<file path="config.mk">
export PLATFORM = sky130hd
export DESIGN_NAME = alu_cmd_sequencer_flat
export DESIGN_NICKNAME = d
export VERILOG_FILES = /design/src/rtl/alu_cmd_sequencer_if.sv /design/src/rtl/alu_cmd_sequencer.sv /design/src/flat_wrapper.sv
export SDC_FILE = /design/constraint.sdc
export NUM_CORES = 1
export LEC_CHECK = 0
export CAP_MARGIN = 15
export CORE_UTILIZATION = 58
export DETAILED_ROUTE_END_ITERATION = 7
export GPL_TIMING_DRIVEN = 0
export MAX_ROUTING_LAYER = met4
export PLACE_DENSITY = 0.95
export SYNTH_ARGS = -nofsm -noshare
export SYNTH_HDL_FRONTEND = slang
export SYNTH_SLANG_ARGS = --single-unit
</file>
<file path="constraint.sdc">
create_clock -name clk -period 8.2 [get_ports clk]
set_input_delay 1.23 -clock clk [delete_from_list [all_inputs] [get_ports clk]]
set_output_delay 1.23 -clock clk [all_outputs]
set_load 0.01 [all_outputs]
</file>
<file path="src/rtl/alu_cmd_sequencer_if.sv">
// Command/response bundle between the control path and alu_cmd_sequencer.
// master: control path (issues commands, consumes responses)
// slave : the sequencer
interface alu_cmd_sequencer_if #(
    parameter int WIDTH  = 32,
    parameter int REG_AW = 2
);
    logic              cmd_valid;
    logic              cmd_ready;
    logic [2:0]        cmd_op;
    logic [REG_AW-1:0] cmd_dst;
    logic [REG_AW-1:0] cmd_src_a;
    logic [REG_AW-1:0] cmd_src_b;
    logic              cmd_imm_en;
    logic [WIDTH-1:0]  cmd_imm;
    logic [3:0]        cmd_rep;

    logic              rsp_valid;
    logic              rsp_ready;
    logic [WIDTH-1:0]  rsp_data;
    logic [REG_AW-1:0] rsp_dst;

    modport master (
        output cmd_valid, cmd_op, cmd_dst, cmd_src_a, cmd_src_b,
               cmd_imm_en, cmd_imm, cmd_rep, rsp_ready,
        input  cmd_ready, rsp_valid, rsp_data, rsp_dst
    );

    modport slave (
        input  cmd_valid, cmd_op, cmd_dst, cmd_src_a, cmd_src_b,
               cmd_imm_en, cmd_imm, cmd_rep, rsp_ready,
        output cmd_ready, rsp_valid, rsp_data, rsp_dst
    );
endinterface

</file>
<file path="src/rtl/alu_cmd_sequencer.sv">
// alu_cmd_sequencer: drives an external combinational 32-bit ALU from a
// command stream. Operands come from a small register file or an immediate,
// an op can be applied repeatedly (accumulate), the result is written back
// and returned on the response channel.
// Optional build macro FLAGS_EN adds rsp_zero / rsp_neg result flags.
//
// state | meaning
// IDLE  | waiting for a command, cmd_ready high
// EXEC  | ALU operands presented; sample alu_y each edge, cnt iterations left
// RESP  | result held on the response channel until rsp_ready
module alu_cmd_sequencer #(
    parameter int WIDTH  = 32,
    parameter int NREG   = 4,
    parameter int REG_AW = 2
) (
    input  logic               clk,
    input  logic               rst_n,
    alu_cmd_sequencer_if.slave bus,
    output logic [WIDTH-1:0]   alu_a,
    output logic [WIDTH-1:0]   alu_b,
    output logic [2:0]         alu_sel,
    input  logic [WIDTH-1:0]   alu_y,
    output logic               busy
`ifdef FLAGS_EN
    ,
    output logic               rsp_zero,
    output logic               rsp_neg
`endif
);

    typedef enum logic [1:0] {
        IDLE = 2'd0,
        EXEC = 2'd1,
        RESP = 2'd2
    } state_t;

    state_t            state;
    state_t            state_nxt;
    logic [WIDTH-1:0]  regs [NREG];
    logic [3:0]        cnt;
    logic [REG_AW-1:0] dst;
    logic              cmd_fire;
    logic              rsp_fire;
    logic              last_iter;

    assign cmd_fire  = (state == IDLE) && bus.cmd_valid;
    assign rsp_fire  = (state == RESP) && bus.rsp_ready;
    assign last_iter = (cnt == 4'd0);

    // State register; reset abandons any command in flight.
    always_ff @(posedge clk) begin
        if (!rst_n) begin
            state <= IDLE;
        end else begin
            state <= state_nxt;
        end
    end

    // Next-state: a response handshake returns to IDLE, so a new command
    // can never be accepted in the same cycle.
    always_comb begin
        state_nxt = state;
        case (state)
            IDLE:    if (cmd_fire)  state_nxt = EXEC;
            EXEC:    if (last_iter) state_nxt = RESP;
            RESP:    if (rsp_fire)  state_nxt = IDLE;
            default: state_nxt = IDLE;
        endcase
    end

    // Handshake outputs decoded from the state.
    always_comb begin
        bus.cmd_ready = 1'b0;
        bus.rsp_valid = 1'b0;
        busy          = 1'b1;
        case (state)
            IDLE: begin
                bus.cmd_ready = 1'b1;
                busy          = 1'b0;
            end
            RESP:    bus.rsp_valid = 1'b1;
            default: ;
        endcase
    end

    // Datapath: operand capture at accept, accumulate/writeback in EXEC.
    always_ff @(posedge clk) begin
        if (!rst_n) begin
            for (int i = 0; i < NREG; i++) begin
                regs[i] <= '0;
            end
            alu_a        <= '0;
            alu_b        <= '0;
            alu_sel      <= '0;
            cnt          <= '0;
            dst          <= '0;
            bus.rsp_data <= '0;
            bus.rsp_dst  <= '0;
`ifdef FLAGS_EN
            rsp_zero     <= 1'b0;
            rsp_neg      <= 1'b0;
`endif
        end else begin
            case (state)
                IDLE: begin
                    if (cmd_fire) begin
                        alu_a   <= regs[bus.cmd_src_a];
                        alu_b   <= bus.cmd_imm_en ? bus.cmd_imm : regs[bus.cmd_src_b];
                        alu_sel <= bus.cmd_op;
                        cnt     <= bus.cmd_rep;
                        dst     <= bus.cmd_dst;
                    end
                end
                EXEC: begin
                    if (!last_iter) begin
                        alu_a <= alu_y;
                        cnt   <= cnt - 4'd1;
                    end else begin
                        regs[dst]    <= alu_y;
                        bus.rsp_data <= alu_y;
                        bus.rsp_dst  <= dst;
`ifdef FLAGS_EN
                        rsp_zero     <= (alu_y == '0);
                        rsp_neg      <= alu_y[WIDTH-1];
`endif
                    end
                end
                default: ;
            endcase
        end
    end

endmodule

</file>
<file path="src/flat_wrapper.sv">
// flat-port wrapper written by rule: the top's interface ports become plain ports
module alu_cmd_sequencer_flat 
#(
    parameter int WIDTH  = 32,
    parameter int NREG   = 4,
    parameter int REG_AW = 2
)
  (clk, rst_n, alu_a, alu_b, alu_sel, alu_y, busy, bus_cmd_valid, bus_cmd_op, bus_cmd_dst, bus_cmd_src_a, bus_cmd_src_b, bus_cmd_imm_en, bus_cmd_imm, bus_cmd_rep, bus_rsp_ready, bus_cmd_ready, bus_rsp_valid, bus_rsp_data, bus_rsp_dst);
  alu_cmd_sequencer_if #(.WIDTH(WIDTH), .REG_AW(REG_AW)) bus_i ();
  input  logic clk;
  input  logic rst_n;
  output logic [WIDTH-1:0] alu_a;
  output logic [WIDTH-1:0] alu_b;
  output logic [2:0] alu_sel;
  input  logic [WIDTH-1:0] alu_y;
  output logic busy;
  input wire logic [$bits(bus_i.cmd_valid)-1:0] bus_cmd_valid;
  input wire logic [$bits(bus_i.cmd_op)-1:0] bus_cmd_op;
  input wire logic [$bits(bus_i.cmd_dst)-1:0] bus_cmd_dst;
  input wire logic [$bits(bus_i.cmd_src_a)-1:0] bus_cmd_src_a;
  input wire logic [$bits(bus_i.cmd_src_b)-1:0] bus_cmd_src_b;
  input wire logic [$bits(bus_i.cmd_imm_en)-1:0] bus_cmd_imm_en;
  input wire logic [$bits(bus_i.cmd_imm)-1:0] bus_cmd_imm;
  input wire logic [$bits(bus_i.cmd_rep)-1:0] bus_cmd_rep;
  input wire logic [$bits(bus_i.rsp_ready)-1:0] bus_rsp_ready;
  output wire logic [$bits(bus_i.cmd_ready)-1:0] bus_cmd_ready;
  output wire logic [$bits(bus_i.rsp_valid)-1:0] bus_rsp_valid;
  output wire logic [$bits(bus_i.rsp_data)-1:0] bus_rsp_data;
  output wire logic [$bits(bus_i.rsp_dst)-1:0] bus_rsp_dst;
  assign bus_i.cmd_valid = bus_cmd_valid;
  assign bus_i.cmd_op = bus_cmd_op;
  assign bus_i.cmd_dst = bus_cmd_dst;
  assign bus_i.cmd_src_a = bus_cmd_src_a;
  assign bus_i.cmd_src_b = bus_cmd_src_b;
  assign bus_i.cmd_imm_en = bus_cmd_imm_en;
  assign bus_i.cmd_imm = bus_cmd_imm;
  assign bus_i.cmd_rep = bus_cmd_rep;
  assign bus_i.rsp_ready = bus_rsp_ready;
  assign bus_cmd_ready = bus_i.cmd_ready;
  assign bus_rsp_valid = bus_i.rsp_valid;
  assign bus_rsp_data = bus_i.rsp_data;
  assign bus_rsp_dst = bus_i.rsp_dst;
  alu_cmd_sequencer #(.WIDTH(WIDTH), .NREG(NREG), .REG_AW(REG_AW)) u_core (.clk(clk), .rst_n(rst_n), .bus(bus_i), .alu_a(alu_a), .alu_b(alu_b), .alu_sel(alu_sel), .alu_y(alu_y), .busy(busy));
endmodule
</file>
==> run metrics <==
status=finished, violations left; failing checks=design-rule violations; Max Clock Skew=0.0134 ns; CTS resizes=0; Fmax achieved=251 MHz; CP startpoint kind=flip-flop; global-route wire length before repair=55200 microns; P&R area growth vs syn=26.0%; maxcap violations=0; fin crit period=3.99 ns; PortBufs=181; Setup CP Type=reg -> out; Net count, final=1229; Leakage=5.21 nW; Setup Fix Bufs, Post-CTS=0; Synth Cell Area=between 10000 and 15000 sq um; worst reg2reg path depth=5; Die Ht=141 microns; share of layout cells above drive strength 1=around 14%; Cells after Synth=937; die area=about 20000 sq um; setup ws final=4.21 ns; ANT nets after route=0; CP cell instances=clkbuf_1, clkbuf_1, nor2b_1, clkdlybuf4s50_1; Cell Int Power=2.35 mW; crit-path max FO=10; Core Area=18800 sq um; CTS tree=done; number of synthesized flops with an enable pin=between 100 and 150; HPWL Detailed=approximately 23000 microns; Ys Warns=0; CP dominant cell by count=clkbuf_1; Slew Viols, Final=0; VDD IR max=169 uV; setup TNS=0 ns; Clock power frac=32.4%; Placed Area=around 13000 sq um; worst-margin pin slew=about 1 ns; vias in the first global route=9905; final number of setup-violating endpoints=0; drc violations=13; diode count=0; initial core utilization=about three fifths; Max-slew headroom=32.0%; die width=141 microns; Syn Nets=1021; via count=9841; Cell variety after synth=46; Layout Cell Area excl Fill=between 10000 and 15000 sq um; via/cell ratio=6.93; Sink Count=approximately 240; largest net degree at the start of global routing=33; wirelength, routed=36700 microns; row cnt=50; Worst Hold Class=reg -> reg; Gate power share=around a quarter; Top FF cell, synth=edfxtp_1; Psw=just under 1 mW; WP data required=6.97 ns; final hold vios=0; initial drt markers=1664; Seq pwr share=43.9%; iteration count of the initial detailed-routing pass=8; Post-synth ARST share=0%; period utilization=between 40% and 50%; Setup crit end kind=primary output; num ports=186; CTS Root Cell=clkbuf_16; Power Density=roughly 240 nW/um^2; Sw Ratio=29.3%; hold_ws=0.470 ns; Yosys reg bits=237; sequential share of the synthesized area=between 50% and 60%; GR Overflow Total=0; H-tree Lvls=1; syn_area_per_cell=12.0 sq um; Max stage delay on crit path=0.60 ns; RSZ-0062 raised after global routing=no; Worst EP arrival=2.76 ns; Clock Latency Late Sink=0.52 ns; hold buffer count at cts=0; maximum root-to-sink buffer count=3; initial antenna violation count=0; WHS Path Cells=1; Power Total=3.33 mW; cts bufs inserted=24; CP max-delay cell=clkdlybuf4s50_1; Tot GR Track Use=37.7%; CTS clk-pin slew, worst paths=0.06 ns; RePlAce Congestion=0.921; worst slack, placed=4.37 ns; Routed wire per std cell=25.8 microns
==> cell usage after synthesis (2+ instances only) <==
master    number  share of area, %
mux2_2        72               7.2
o211ai_1       2              0.13
dfxtp_1      109                19
a22o_1        35               2.7
nor4_4         2              0.38
and2_1       129               7.2
buf_1          6              0.20
edfxtp_1     128                34
o31a_1        32               2.5
nand2_1        3              0.10
a222oi_1      32               2.9
nand2b_1       6              0.33
nor2b_1        3              0.17
inv_1          4              0.13
clkbuf_1      40               1.3
nand3b_1      32               2.1
buf_6          9              0.90
o21ai_0       32               1.4
ha_1           2              0.22
mux2i_1       37               3.3
buf_4          3              0.20
a21oi_1       68               3.0
buf_2         34               1.5
nor2_1         8              0.27
nor3b_1        2              0.13
a311oi_1      33               2.6
nand3_1       32               1.4
mux2_1        24               2.4
==> routing by layer <==
| layer | global-route usage (%) | part of all wire, % |
|---|---|---|
| met5 | - | 0 |
| met4 | 20.3 | 5.5 |
| met3 | 8.90 | 14 |
| met2 | 59.1 | 46 |
| met1 | 45.0 | 34 |
==> layout make-up <==
type                       instances  area (sq um)
buffer                            93           474
clock buffer                      39           708
clock inverter                     3          40.0
fill                            1143          4690
inverter                           5          18.8
multi-input combinational        602          4710
sequential                       237          6030
tap                              260           325
timing repair buffer             182          1840
==> state kept, by name, indices dropped and copies added, names as in the netlist <==
register             cells
u_core.bus.rsp_data     32
u_core.dst               2
u_core.bus.rsp_dst       2
u_core.regs            128
u_core.state             2
u_core.alu_a            32
u_core.alu_sel           3
u_core.cnt               4
u_core.alu_b            32
==> metrics by stage <==
| stage | instances | util (%) |
|---|---|---|
| after detailed placement | 1379 | 71.1 |
| after CTS | 1421 | 75.1 |
| after global placement | 1378 | 70.9 |
| after floorplan | 937 | - |
| after global routing | 1421 | 75.1 |
| final | 1421 | 75.1 |
==> placed cells by master (no fill, tap or decap), types with 8 or more instances in the layout <==
| master | n |
|---|---|
| a21oi_1 | 68 |
| and2_1 | 129 |
| dfxtp_1 | 109 |
| nor2_1 | 8 |
| clkdlybuf4s50_1 | 181 |
| a311oi_1 | 33 |
| edfxtp_1 | 128 |
| clkbuf_16 | 25 |
| buf_6 | 9 |
| mux2_1 | 24 |
| o31a_1 | 32 |
| a22o_1 | 35 |
| o21ai_0 | 32 |
| mux2i_1 | 37 |
| a222oi_1 | 32 |
| mux2_2 | 72 |
| nand3_1 | 32 |
| buf_2 | 34 |
| nand3b_1 | 32 |
| clkbuf_1 | 51 |
==> critical path, delay by kind of cell (launching register included) <==
| kind | cells | cell delay (ns) |
|---|---|---|
| and+or+nand+nor | 1 | 0.31 |
| DFF | 1 | 0.43 |
| buffers and inverters | 3 | 1.49 |
==> cell families after synthesis <==
kind of cell | synth area share, %
buffers and inverters | 4.39
AND/OR/NAND/NOR | 12.9
AO/OA/AOI/OAI | 15.8
multiplexers | 12.9
flip-flops | 53.7
adder cells (fa/ha/maj) | 0.223
==> power by group through the flow <==
stage | clock network (mW) | logic (mW) | registers (mW)
detailed placement | 0 | 0.749 | 1.47
finish | 1.08 | 0.788 | 1.46
floorplan | 0 | 0.370 | 1.49
global placement | 0 | 0.722 | 1.47
CTS | 1.06 | 0.766 | 1.45
global route | 1.12 | 0.823 | 1.47
==> path summary, 6_finish.rpt <==
path,startpoint,end,slack [ns]
max reg2reg,u_core.cnt[0]$_SDFFE_PN0P_,u_core.regs[1][11]$_SDFFCE_PN0P_,5.24
min,u_core.bus.rsp_data[23]$_SDFFE_PN0P_,u_core.bus.rsp_data[23]$_SDFFE_PN0P_,0.47
max,u_core.state[1]$_SDFFE_PN0P_,bus_rsp_valid,4.21
min reg2reg,u_core.bus.rsp_data[23]$_SDFFE_PN0P_,u_core.bus.rsp_data[23]$_SDFFE_PN0P_,0.47
Note: power is estimated with default switching activity, not from simulation.
